--- config.mk ---
export PLATFORM = sky130hd
export DESIGN_NAME = alu_exec_stage_flat
export DESIGN_NICKNAME = d
export VERILOG_FILES = /design/src/rtl/alu_exec_stage_if.sv /design/src/rtl/alu_exec_stage.sv /design/src/flat_wrapper.sv
export SDC_FILE = /design/constraint.sdc
export NUM_CORES = 1
export LEC_CHECK = 0
export CORE_UTILIZATION = 55
export CTS_BUF_LIST = sky130_fd_sc_hd__clkbuf_16
export DETAILED_ROUTE_END_ITERATION = 12
export PLACE_DENSITY = 0.74
export SYNTH_ARGS = -nofsm -noshare
export SYNTH_HDL_FRONTEND = slang
export SYNTH_SLANG_ARGS = --single-unit
--- constraint.sdc ---
create_clock -name clk -period 6.7 [get_ports clk]
set_clock_uncertainty 0.15 [all_clocks]
set_input_delay 1.34 -clock clk [delete_from_list [all_inputs] [get_ports clk]]
set_output_delay 1.34 -clock clk [all_outputs]
set_load 0.05 [all_outputs]
--- src/rtl/alu_exec_stage_if.sv ---
// alu_exec_stage_if
//   Groups the issue-side and result-side handshake signals of the execute
//   stage so that they travel together through the hierarchy.
//
//   Issue side (master drives, slave samples):
//     in_valid, alu_ctrl[3:0], op_a[WIDTH-1:0], op_b[WIDTH-1:0], shamt[4:0],
//     acc_clr, out_ready
//   Result side (slave drives, master samples):
//     in_ready, out_valid, result[WIDTH-1:0], zero, overflow, busy
//
//   The master modport is for whoever issues operations and consumes
//   results. The slave modport is for alu_exec_stage.
interface alu_exec_stage_if #(
  parameter int WIDTH = 32
);
  logic             in_valid;
  logic             in_ready;
  logic [3:0]       alu_ctrl;
  logic [WIDTH-1:0] op_a;
  logic [WIDTH-1:0] op_b;
  logic [4:0]       shamt;
  logic             acc_clr;
  logic             out_valid;
  logic             out_ready;
  logic [WIDTH-1:0] result;
  logic             zero;
  logic             overflow;
  logic             busy;

  modport master (
    output in_valid, alu_ctrl, op_a, op_b, shamt, acc_clr, out_ready,
    input  in_ready, out_valid, result, zero, overflow, busy
  );

  modport slave (
    input  in_valid, alu_ctrl, op_a, op_b, shamt, acc_clr, out_ready,
    output in_ready, out_valid, result, zero, overflow, busy
  );
endinterface

--- src/rtl/alu_exec_stage.sv ---
// alu_exec_stage
//   This is the execute-stage datapath. It accepts one operation per
//   valid/ready handshake. Logic, add/sub, compare and shift operations
//   return a registered result one cycle after they are accepted. MULA
//   multiplies op_a by op_b with a shift-add multiplier that takes WIDTH
//   cycles. It then adds the low WIDTH bits of the product into an internal
//   accumulator, and returns the new accumulator value as the result.
//
//   Ports:
//     clk   - rising-edge clock
//     rst_n - asynchronous active-low reset
//     bus   - alu_exec_stage_if.slave, which carries:
//       in_valid / in_ready   : operation handshake
//       alu_ctrl, op_a, op_b, shamt : operation code and operands
//       acc_clr               : synchronous accumulator clear (honoured in IDLE)
//       out_valid / out_ready : result handshake
//       result, zero, overflow: registered result and its flags
//       busy                  : high while MULA iterates
//
//   Parameters:
//     WIDTH     - operand/result width; MULA takes WIDTH busy cycles
//     ACC_RESET - reset and clear value of the accumulator
//
//   Build option:
//     ALU_OVERFLOW_EN - when defined, overflow flags signed overflow of
//                       ADD/SUB. When undefined, overflow is tied to 0.
module alu_exec_stage #(
  parameter int               WIDTH     = 32,
  parameter logic [WIDTH-1:0] ACC_RESET = '0
) (
  input logic            clk,
  input logic            rst_n,
  alu_exec_stage_if.slave bus
);

  localparam logic [0:0] ST_IDLE = 1'b0;
  localparam logic [0:0] ST_MUL  = 1'b1;

  localparam int               CNT_W    = (WIDTH > 1) ? $clog2(WIDTH) : 1;
  localparam logic [CNT_W-1:0] CNT_LAST = CNT_W'(WIDTH - 1);
  localparam logic [CNT_W-1:0] CNT_ONE  = CNT_W'(1);

  localparam logic [3:0] OP_AND  = 4'b0000;
  localparam logic [3:0] OP_OR   = 4'b0001;
  localparam logic [3:0] OP_ADD  = 4'b0010;
  localparam logic [3:0] OP_SLL  = 4'b0011;
  localparam logic [3:0] OP_SRL  = 4'b0100;
  localparam logic [3:0] OP_MULA = 4'b0101;
  localparam logic [3:0] OP_SUB  = 4'b0110;
  localparam logic [3:0] OP_SLT  = 4'b0111;
  localparam logic [3:0] OP_ADDU = 4'b1000;
  localparam logic [3:0] OP_SUBU = 4'b1001;
  localparam logic [3:0] OP_XOR  = 4'b1010;
  localparam logic [3:0] OP_SLTU = 4'b1011;
  localparam logic [3:0] OP_NOR  = 4'b1100;
  localparam logic [3:0] OP_SRA  = 4'b1101;

  logic [0:0]       state_q, state_d;
  logic [CNT_W-1:0] cnt_q, cnt_d;
  logic [WIDTH-1:0] mcand_q, mcand_d;
  logic [WIDTH-1:0] mplier_q, mplier_d;
  logic [WIDTH-1:0] prod_q, prod_d;
  logic [WIDTH-1:0] acc_q, acc_d;
  logic [WIDTH-1:0] result_q, result_d;
  logic             zero_q, zero_d;
  logic             out_valid_q, out_valid_d;

  logic             in_ready;
  logic             accept;
  logic [WIDTH-1:0] alu_res;
  logic [WIDTH-1:0] sum_ab;
  logic [WIDTH-1:0] diff_ab;
  logic [WIDTH-1:0] mul_sum;
  logic [WIDTH-1:0] acc_sum;
  logic             mul_done;

  // Holding rst_n in the ready term keeps in_ready low throughout reset.
  assign in_ready = rst_n && (state_q == ST_IDLE) && (!out_valid_q || bus.out_ready);
  assign accept   = bus.in_valid && in_ready;

  assign sum_ab  = bus.op_a + bus.op_b;
  assign diff_ab = bus.op_a - bus.op_b;

  // One shift-add step. Only the low WIDTH product bits are needed, so the
  // multiplicand shifts left within WIDTH bits and the multiplier shifts
  // right. After WIDTH steps, prod holds the wrapped product.
  assign mul_sum  = prod_q + (mplier_q[0] ? mcand_q : '0);
  assign acc_sum  = acc_q + mul_sum;
  assign mul_done = (state_q == ST_MUL) && (cnt_q == CNT_LAST);

  always_comb begin
    alu_res = '0;
    unique case (bus.alu_ctrl)
      OP_AND:  alu_res = bus.op_a & bus.op_b;
      OP_OR:   alu_res = bus.op_a | bus.op_b;
      OP_XOR:  alu_res = bus.op_a ^ bus.op_b;
      OP_NOR:  alu_res = ~(bus.op_a | bus.op_b);
      OP_ADD,
      OP_ADDU: alu_res = sum_ab;
      OP_SUB,
      OP_SUBU: alu_res = diff_ab;
      OP_SLT:  alu_res = {{(WIDTH-1){1'b0}}, ($signed(bus.op_a) < $signed(bus.op_b))};
      OP_SLTU: alu_res = {{(WIDTH-1){1'b0}}, (bus.op_a < bus.op_b)};
      OP_SLL:  alu_res = bus.op_b << bus.shamt;
      OP_SRL:  alu_res = bus.op_b >> bus.shamt;
      OP_SRA:  alu_res = $unsigned($signed(bus.op_b) >>> bus.shamt);
      default: alu_res = '0;
    endcase
  end

  always_comb begin
    state_d     = state_q;
    cnt_d       = cnt_q;
    mcand_d     = mcand_q;
    mplier_d    = mplier_q;
    prod_d      = prod_q;
    acc_d       = acc_q;
    result_d    = result_q;
    zero_d      = zero_q;
    out_valid_d = out_valid_q;

    if (out_valid_q && bus.out_ready) begin
      out_valid_d = 1'b0;
    end

    if (state_q == ST_IDLE) begin
      // The clear comes first. A MULA accepted on the same edge therefore
      // starts from ACC_RESET, because the accumulator does not change until
      // that MULA completes.
      if (bus.acc_clr) begin
        acc_d = ACC_RESET;
      end
      if (accept) begin
        if (bus.alu_ctrl == OP_MULA) begin
          state_d  = ST_MUL;
          mcand_d  = bus.op_a;
          mplier_d = bus.op_b;
          prod_d   = '0;
          cnt_d    = '0;
        end else begin
          result_d    = alu_res;
          zero_d      = (alu_res == '0);
          out_valid_d = 1'b1;
        end
      end
    end else begin
      prod_d   = mul_sum;
      mcand_d  = mcand_q << 1;
      mplier_d = mplier_q >> 1;
      cnt_d    = cnt_q + CNT_ONE;
      if (mul_done) begin
        acc_d       = acc_sum;
        result_d    = acc_sum;
        zero_d      = (acc_sum == '0);
        out_valid_d = 1'b1;
        state_d     = ST_IDLE;
      end
    end
  end

  always_ff @(posedge clk or negedge rst_n) begin
    if (!rst_n) begin
      state_q     <= ST_IDLE;
      cnt_q       <= '0;
      mcand_q     <= '0;
      mplier_q    <= '0;
      prod_q      <= '0;
      acc_q       <= ACC_RESET;
      result_q    <= '0;
      zero_q      <= 1'b0;
      out_valid_q <= 1'b0;
    end else begin
      state_q     <= state_d;
      cnt_q       <= cnt_d;
      mcand_q     <= mcand_d;
      mplier_q    <= mplier_d;
      prod_q      <= prod_d;
      acc_q       <= acc_d;
      result_q    <= result_d;
      zero_q      <= zero_d;
      out_valid_q <= out_valid_d;
    end
  end

`ifdef ALU_OVERFLOW_EN
  logic ovf_q, ovf_d;
  logic alu_ovf;

  // Signed overflow occurs when the effective operand signs agree and the
  // result sign differs. For SUB, the sign of op_b is inverted.
  always_comb begin
    alu_ovf = 1'b0;
    if (bus.alu_ctrl == OP_ADD) begin
      alu_ovf = (bus.op_a[WIDTH-1] == bus.op_b[WIDTH-1]) &&
                (sum_ab[WIDTH-1] != bus.op_a[WIDTH-1]);
    end else if (bus.alu_ctrl == OP_SUB) begin
      alu_ovf = (bus.op_a[WIDTH-1] != bus.op_b[WIDTH-1]) &&
                (diff_ab[WIDTH-1] != bus.op_a[WIDTH-1]);
    end
  end

  always_comb begin
    ovf_d = ovf_q;
    if ((state_q == ST_IDLE) && accept && (bus.alu_ctrl != OP_MULA)) begin
      ovf_d = alu_ovf;
    end else if (mul_done) begin
      ovf_d = 1'b0;
    end
  end

  always_ff @(posedge clk or negedge rst_n) begin
    if (!rst_n) begin
      ovf_q <= 1'b0;
    end else begin
      ovf_q <= ovf_d;
    end
  end

  assign bus.overflow = ovf_q;
`else
  assign bus.overflow = 1'b0;
`endif

  assign bus.in_ready  = in_ready;
  assign bus.out_valid = out_valid_q;
  assign bus.result    = result_q;
  assign bus.zero      = zero_q;
  assign bus.busy      = (state_q == ST_MUL);

endmodule

--- src/flat_wrapper.sv ---
// flat-port wrapper written by rule: the top's interface ports become plain ports
module alu_exec_stage_flat 
#(
  parameter int               WIDTH     = 32,
  parameter logic [WIDTH-1:0] ACC_RESET = '0
)
  (clk, rst_n, bus_in_valid, bus_alu_ctrl, bus_op_a, bus_op_b, bus_shamt, bus_acc_clr, bus_out_ready, bus_in_ready, bus_out_valid, bus_result, bus_zero, bus_overflow, bus_busy);
  alu_exec_stage_if #(.WIDTH(WIDTH)) bus_i ();
  input logic clk;
  input logic rst_n;
  input wire logic [$bits(bus_i.in_valid)-1:0] bus_in_valid;
  input wire logic [$bits(bus_i.alu_ctrl)-1:0] bus_alu_ctrl;
  input wire logic [$bits(bus_i.op_a)-1:0] bus_op_a;
  input wire logic [$bits(bus_i.op_b)-1:0] bus_op_b;
  input wire logic [$bits(bus_i.shamt)-1:0] bus_shamt;
  input wire logic [$bits(bus_i.acc_clr)-1:0] bus_acc_clr;
  input wire logic [$bits(bus_i.out_ready)-1:0] bus_out_ready;
  output wire logic [$bits(bus_i.in_ready)-1:0] bus_in_ready;
  output wire logic [$bits(bus_i.out_valid)-1:0] bus_out_valid;
  output wire logic [$bits(bus_i.result)-1:0] bus_result;
  output wire logic [$bits(bus_i.zero)-1:0] bus_zero;
  output wire logic [$bits(bus_i.overflow)-1:0] bus_overflow;
  output wire logic [$bits(bus_i.busy)-1:0] bus_busy;
  assign bus_i.in_valid = bus_in_valid;
  assign bus_i.alu_ctrl = bus_alu_ctrl;
  assign bus_i.op_a = bus_op_a;
  assign bus_i.op_b = bus_op_b;
  assign bus_i.shamt = bus_shamt;
  assign bus_i.acc_clr = bus_acc_clr;
  assign bus_i.out_ready = bus_out_ready;
  assign bus_in_ready = bus_i.in_ready;
  assign bus_out_valid = bus_i.out_valid;
  assign bus_result = bus_i.result;
  assign bus_zero = bus_i.zero;
  assign bus_overflow = bus_i.overflow;
  assign bus_busy = bus_i.busy;
  alu_exec_stage #(.WIDTH(WIDTH), .ACC_RESET(ACC_RESET)) u_core (.clk(clk), .rst_n(rst_n), .bus(bus_i));
endmodule
## Word-level counts from Yosys, hierarchy flattened

Index checks and enable logic that the tools add are counted.

- Bits in latches: 0
- Logic and storage cells: 91
- ROM bits: 0
- Bits in registers: 168
- Input port bits: 78
- Memory bits (writable): 0
- Memories kept: 0
- Output and inout port bits: 37

- $mul: 0
- Equal/unequal tests: 16
- Div/mod/pow operators: 0
- Shifts and indexed selects: 3
- $lt $le $gt $ge: 2
- Bitwise logic cells: 5
- Reduce and logical (&&, ||, !) cells: 18
- Add/sub/neg operators: 5
- Mux-type cells: 33

Operator list:

| operator | number |
|---|---|
| two-way mux 32 bit | 16 |
| one-hot mux 32 bit (11 select lines) | 1 |
| adder 32 bit | 3 |
| zero test 32 bit | 2 |
| < comparator 32 bit | 2 |
| AND 32 bit | 1 |
| inverter 32 bit | 1 |
| bitwise OR 32 bit | 1 |
| left shift 32 x 5 -> 32 bit | 1 |
| >> shifter 32 x 5 -> 32 bit | 1 |
| >>> shifter 32 x 5 -> 32 bit | 1 |
| subtractor 32 bit | 1 |
| XOR 32 bit | 1 |
| == test 4 bit (second input constant) | 6 |
| == test 4 x 3 -> 1 bit (second input constant) | 4 |
| two-way mux 5 bit | 3 |
| two-way mux 1 bit | 13 |
| == test 4 x 2 -> 1 bit (second input constant) | 2 |
| nonzero test 2 bit | 3 |
| adder 5 x 1 -> 5 bit (second input constant) | 1 |
| == test 5 bit (second input constant) | 1 |
| logical AND 1 bit | 5 |
| == test 4 x 1 -> 1 bit (second input constant) | 1 |
| zero test 4 bit | 1 |
| 8 further kinds | 10 |

## Logic depth before layout (Yosys ltp)

- Depth in word-level cells: 7
- Depth in mapped cells: 28
- Mapped depth without buffers: 27

## Worst setup path after synthesis

OpenSTA, ideal clock, no wires.

- Path type: register -> register
- Start: reg u_core.mplier_q[0]
- End: reg u_core.result_q[31] (netlist: u_core.bus.result[31])
- Required time: 6439 ps
- Slack: 1592 ps
- Clock period less this slack: 5108 ps
- Buffers on the path: 1
- Arrival time: 4847 ps
- Stages on the path, launching flop included: 26
- Setup time: 111 ps
- Cells stage by stage: dfrtp_1 clkbuf_1 and2_1 ha_1 inv_1 fa_1 nor2b_1 o21a_1 o21ai_0 a21oi_1 o21ai_0 nand2b_1 a21o_1 a21oi_1 xnor2_1 ha_1 and2_1 a311oi_1 o21ai_0 a211oi_1 nor3_1 o21ai_0 a21oi_1 a211o_1 xor2_1 a222oi_1

- Word-level cells in the longest chain between the ends: 5

RTL lines:

| what | line | RTL |
|---|---|---|
| start: declaration | alu_exec_stage.sv:61 | `logic [WIDTH-1:0] mplier_q, mplier_d;` |
| start signal: assignment | alu_exec_stage.sv:176 | `mplier_q <= mplier_d;` |
| two-way mux 32 bit | alu_exec_stage.sv:87 | `assign mul_sum = prod_q + (mplier_q[0] ? mcand_q : '0);` |
| adder 32 bit | alu_exec_stage.sv:87 |  |
| adder 32 bit | alu_exec_stage.sv:88 | `assign acc_sum = acc_q + mul_sum;` |
| two-way mux 32 bit | alu_exec_stage.sv:151 | `if (mul_done) begin` |
| two-way mux 32 bit | alu_exec_stage.sv:126 | `if (state_q == ST_IDLE) begin` |
| end signal: assignment | alu_exec_stage.sv:179 | `result_q <= result_d;` |
| end: declaration | alu_exec_stage.sv:64 | `logic [WIDTH-1:0] result_q, result_d;` |

No other way between the ends. The select of a mux whose other input is x is not followed.
A chain may end at the register's enable or synchronous reset.

## Final worst setup path

- Start: reg u_core.mcand_q[0]
- End: reg u_core.zero_q (netlist: u_core.bus.zero)

- Word-level cells in the longest chain between the ends: 6

RTL lines:

| what | line | RTL |
|---|---|---|
| start: declaration | alu_exec_stage.sv:60 | `logic [WIDTH-1:0] mcand_q, mcand_d;` |
| start signal: assignment | alu_exec_stage.sv:175 | `mcand_q <= mcand_d;` |
| two-way mux 32 bit | alu_exec_stage.sv:87 |  |
| adder 32 bit | alu_exec_stage.sv:87 |  |
| adder 32 bit | alu_exec_stage.sv:88 |  |
| zero test 32 bit | alu_exec_stage.sv:154 | `zero_d = (acc_sum == '0);` |
| two-way mux 1 bit | alu_exec_stage.sv:151 |  |
| two-way mux 1 bit | alu_exec_stage.sv:126 |  |
| end signal: assignment | alu_exec_stage.sv:180 | `zero_q <= zero_d;` |
| end: declaration | alu_exec_stage.sv:65 | `logic zero_q, zero_d;` |

No other way between the ends. The select of a mux whose other input is x is not followed.

==> qor.yml <==
status: "finished clean"
cp_max_fo: 5
worstPathRequired_ns: 6.94
hp-class: "register to register"
cts_tree: "built"
wl_per_cell_um: 27.5
pwr-share-seq: 0.282
pin_count: 115
h-tree-depth: 4
grt_setup_unrepaired: "false"
placedCellCount: 3200
ys_warn_count: 0
worstSetupPathType: "register to register"
clockPowerShare: 0.175
final_cells: 3234
clk_latency_ns: 0.47
synth_edf_count: 0
cts.sinks: 168
holdBufCountCts: 0
dr.pass1.iters: 8
tns_ns: 0
endpoint_kind: "register"
avgViaCountPerCell: 7.18
drive_above_1_share: 0.104
synth.avg_cell_area_um2: 7.66
syn_to_final_growth_pct: 11.6
sw_frac_of_total: 0.478
combinationalPowerShare: 0.542
synth_seq_area_share: 0.203
maxCapViolCount: 0
dieArea_um2: 38400
slew_headroom: 0.0422
path_clk_slew_ns: 0.07
power.leakage_nw: 10.2
fin_crit_ns: 6.60
overflow: 0
vdd_ir_drop_max_mv: 0.239
rows: 70
track_usage: 0.461
fin_crit_sh: 0.985
portBuffers: 113
power_switching_mw: 2.71
clockBufferDepth: 2
finalSetupViolations: 0
wirelength_mm: 89.0
grt_pass1_wl_mm: 135
startpoint_type: "register"
drt_iter0_drc: 3278
fmax_mhz: 151
core_area_um2: 36800
p_per_area_nw_per_um2: 246
vias: 23226
netlist_area_um2: 20700
p_int_mw: 2.96
initial_utilization: 0.562
grt_max_degree: 78
grt_pass1_vias: 21776
root_buffer: "clkbuf_16"
ys.flop_type: "dfrtp_1"
synth.distinct_cells: 98
remaining_drc_errors: 0
fp.dieW_um: 196
finalNetCount: 2996
dp.final_hpwl_mm: 68.7
cts_buffers: 17
ant_nets: 0
gp_congestion: 1.08
async_flop_share: 1.00
finalMaxSlewViolations: 0
worstMarginPinSlew_ns: 1.40
synth_nets: 2944
die_h_um: 196
antenna_found_initial: 0
ys_ff_latch: 168
worst_ep_arrival_time_ns: 6.84
finalHoldViolCount: 0
netlist_instances: 2699
-- power by group through the flow --
| stage | registers [mW] | logic, mW | clock network (mW) |
|---|---|---|---|
| 3_3_place_gp | 1.59 | 2.88 | 0 |
| 5_1_grt | 1.63 | 3.28 | 1.03 |
| 6_report | 1.60 | 3.08 | 0.994 |
| 4_1_cts | 1.59 | 2.98 | 1.00 |
| 2_1_floorplan | 1.80 | 1.76 | 0 |
| 3_5_place_dp | 1.61 | 2.95 | 0 |
-- per-stage QoR --
step	total power [mW]	hold slack [ns]	setup WS, ns	util	cell area, µm²
after floorplan	3.56	0.295	1.59	-	20700
after global routing	5.95	0.351	0.0423	0.627	23100
after CTS	5.58	0.340	0.369	0.627	23100
after detailed placement	4.56	0.324	0.0494	0.612	22500
final	5.67	0.338	0.0981	0.628	23100
after global placement	4.47	0.306	0.183	0.612	22500
-- cell usage in the layout, fill, tap and decap left out, types with 41 or more instances in the layout --
master           Yosys  routed
dfrtp_1            168     167
a21o_1              48      48
nand2b_1            41      41
clkdlybuf4s50_1      0     108
buf_4                4     115
xnor2_1             50      50
and2_1              48      48
a21oi_1            207     206
mux2i_1             65      65
nand2_1            287     287
inv_1              115     115
o21ai_0            222     221
nor3_1              58      58
mux2_2              44      44
nor2_1             257     256
ha_1               163     163
-- per-layer routing --
layer / share of wire / up-vias / global-route usage
li1: - / 10101 / -
met1: 0.40 / 11042 / 0.616
met4: 0.062 / 0 / 0.256
met2: 0.43 / 1733 / 0.694
met3: 0.11 / 350 / 0.0956
met5: 0 / - / 0
-- synthesized netlist by cell type, drive strengths merged, types with 9 or more instances --
cell type	instances	area share
a211o	11	0.0047
xnor2	50	0.021
a22o	34	0.014
nand2	287	0.052
o311ai	10	0.0042
a21oi	207	0.050
and2	50	0.015
clkbuf	166	0.030
a2111oi	16	0.0068
a22oi	26	0.0094
nand2b	41	0.012
a221o	11	0.0053
buf	30	0.0090
xor2	20	0.0085
mux2	48	0.027
and3	20	0.0061
or2	16	0.0048
nor2b	28	0.0085
nor4	32	0.010
a31oi	20	0.0061
nor3b	9	0.0033
o31ai	23	0.0084
o21ai	227	0.055
or3	19	0.0057
dfrtp	168	0.20
o21bai	15	0.0054
nand4	20	0.0061
o221ai	12	0.0051
nand3	40	0.0097
nor2	257	0.047
inv	116	0.021
a21o	48	0.017
a221oi	18	0.0076
o211ai	39	0.014
nor3	58	0.014
a211oi	40	0.015
mux4	37	0.040
o21a	20	0.0073
ha	163	0.099
mux2i	65	0.031
o22ai	34	0.010
nand4b	9	0.0038
-- kinds of logic (layout without fill, tap and decap cells) --
logic type,after synthesis,count (layout),synth area share
AOI/OAI and AO/OA,913,913,0.294
DFF,168,168,0.203
buffers and inverters,314,379,0.0605
other,1,3,0.000181
and+or+nand+nor,916,916,0.212
muxes,150,150,0.0986
adders and majority gates,167,167,0.103
xor gates and xnor gates,70,70,0.0297
-- timing repair --
item,4_1_cts,5_1_grt
setup endpoints to repair,0,6
buffers inserted,0,0
resized for setup,0,2
-- cell type report --
type	count	area, µm²
Antenna cell	2	5.00
Clock buffer	17	425
Clock inverter	15	144
Fill cell	3306	13700
Inverter	118	443
Multi-Input combinational cell	2217	15300
Sequential cell	168	4210
Tap cell	468	586
Timing Repair Buffer	229	2010
-- critical path, cell delays in order (launching register included) --
cell and delay [ns]:
dfrtp_1 0.50, and2_1 0.22, ha_1 0.21, inv_1 0.09
fa_1 0.23, nor2b_1 0.06, o21a_1 0.18, o21ai_0 0.36
a21oi_1 0.18, o21ai_0 0.21, nand2b_1 0.16, a21o_1 0.23
a21oi_1 0.17, xnor2_1 0.18, ha_1 0.33, a21oi_1 0.20
nor2b_1 0.06, a311oi_1 0.31, o21ai_0 0.39, a21oi_1 0.36
xnor2_1 0.20, or3_1 0.40, nor4_1 0.50, and4_1 0.32
nand4b_1 0.16, o21ai_2 0.16
-- flip-flops by register name, summed over array words and instances, names as in the netlist --
register and cells:
u_core.mcand_q 32, u_core.mplier_q 32, u_core.acc_q 32, u_core.bus.busy 1, u_core.bus.zero 1, u_core.cnt_q 5
u_core.prod_q 32, u_core.bus.result 32, u_core.bus.out_valid 1
-- worst paths after layout --
kind / startpoint / to / slack [ns] / cells past startpoint
hold reg to reg: u_core.bus.result[15] / u_core.bus.result[15] / 0.34 / 2
hold / removal: u_core.bus.result[15] / u_core.bus.result[15] / 0.34 / 2
setup reg to reg: u_core.mcand_q[0] / u_core.bus.zero / 0.1 / 25
max in group asynchronous: rst_n / u_core.bus.result[22] / 3.66 / 3
min in group asynchronous: rst_n / u_core.mplier_q[6] / 0.54 / 1
setup / recovery: u_core.mcand_q[0] / u_core.bus.zero / 0.1 / 25
Power figures use the tool's default switching activity.
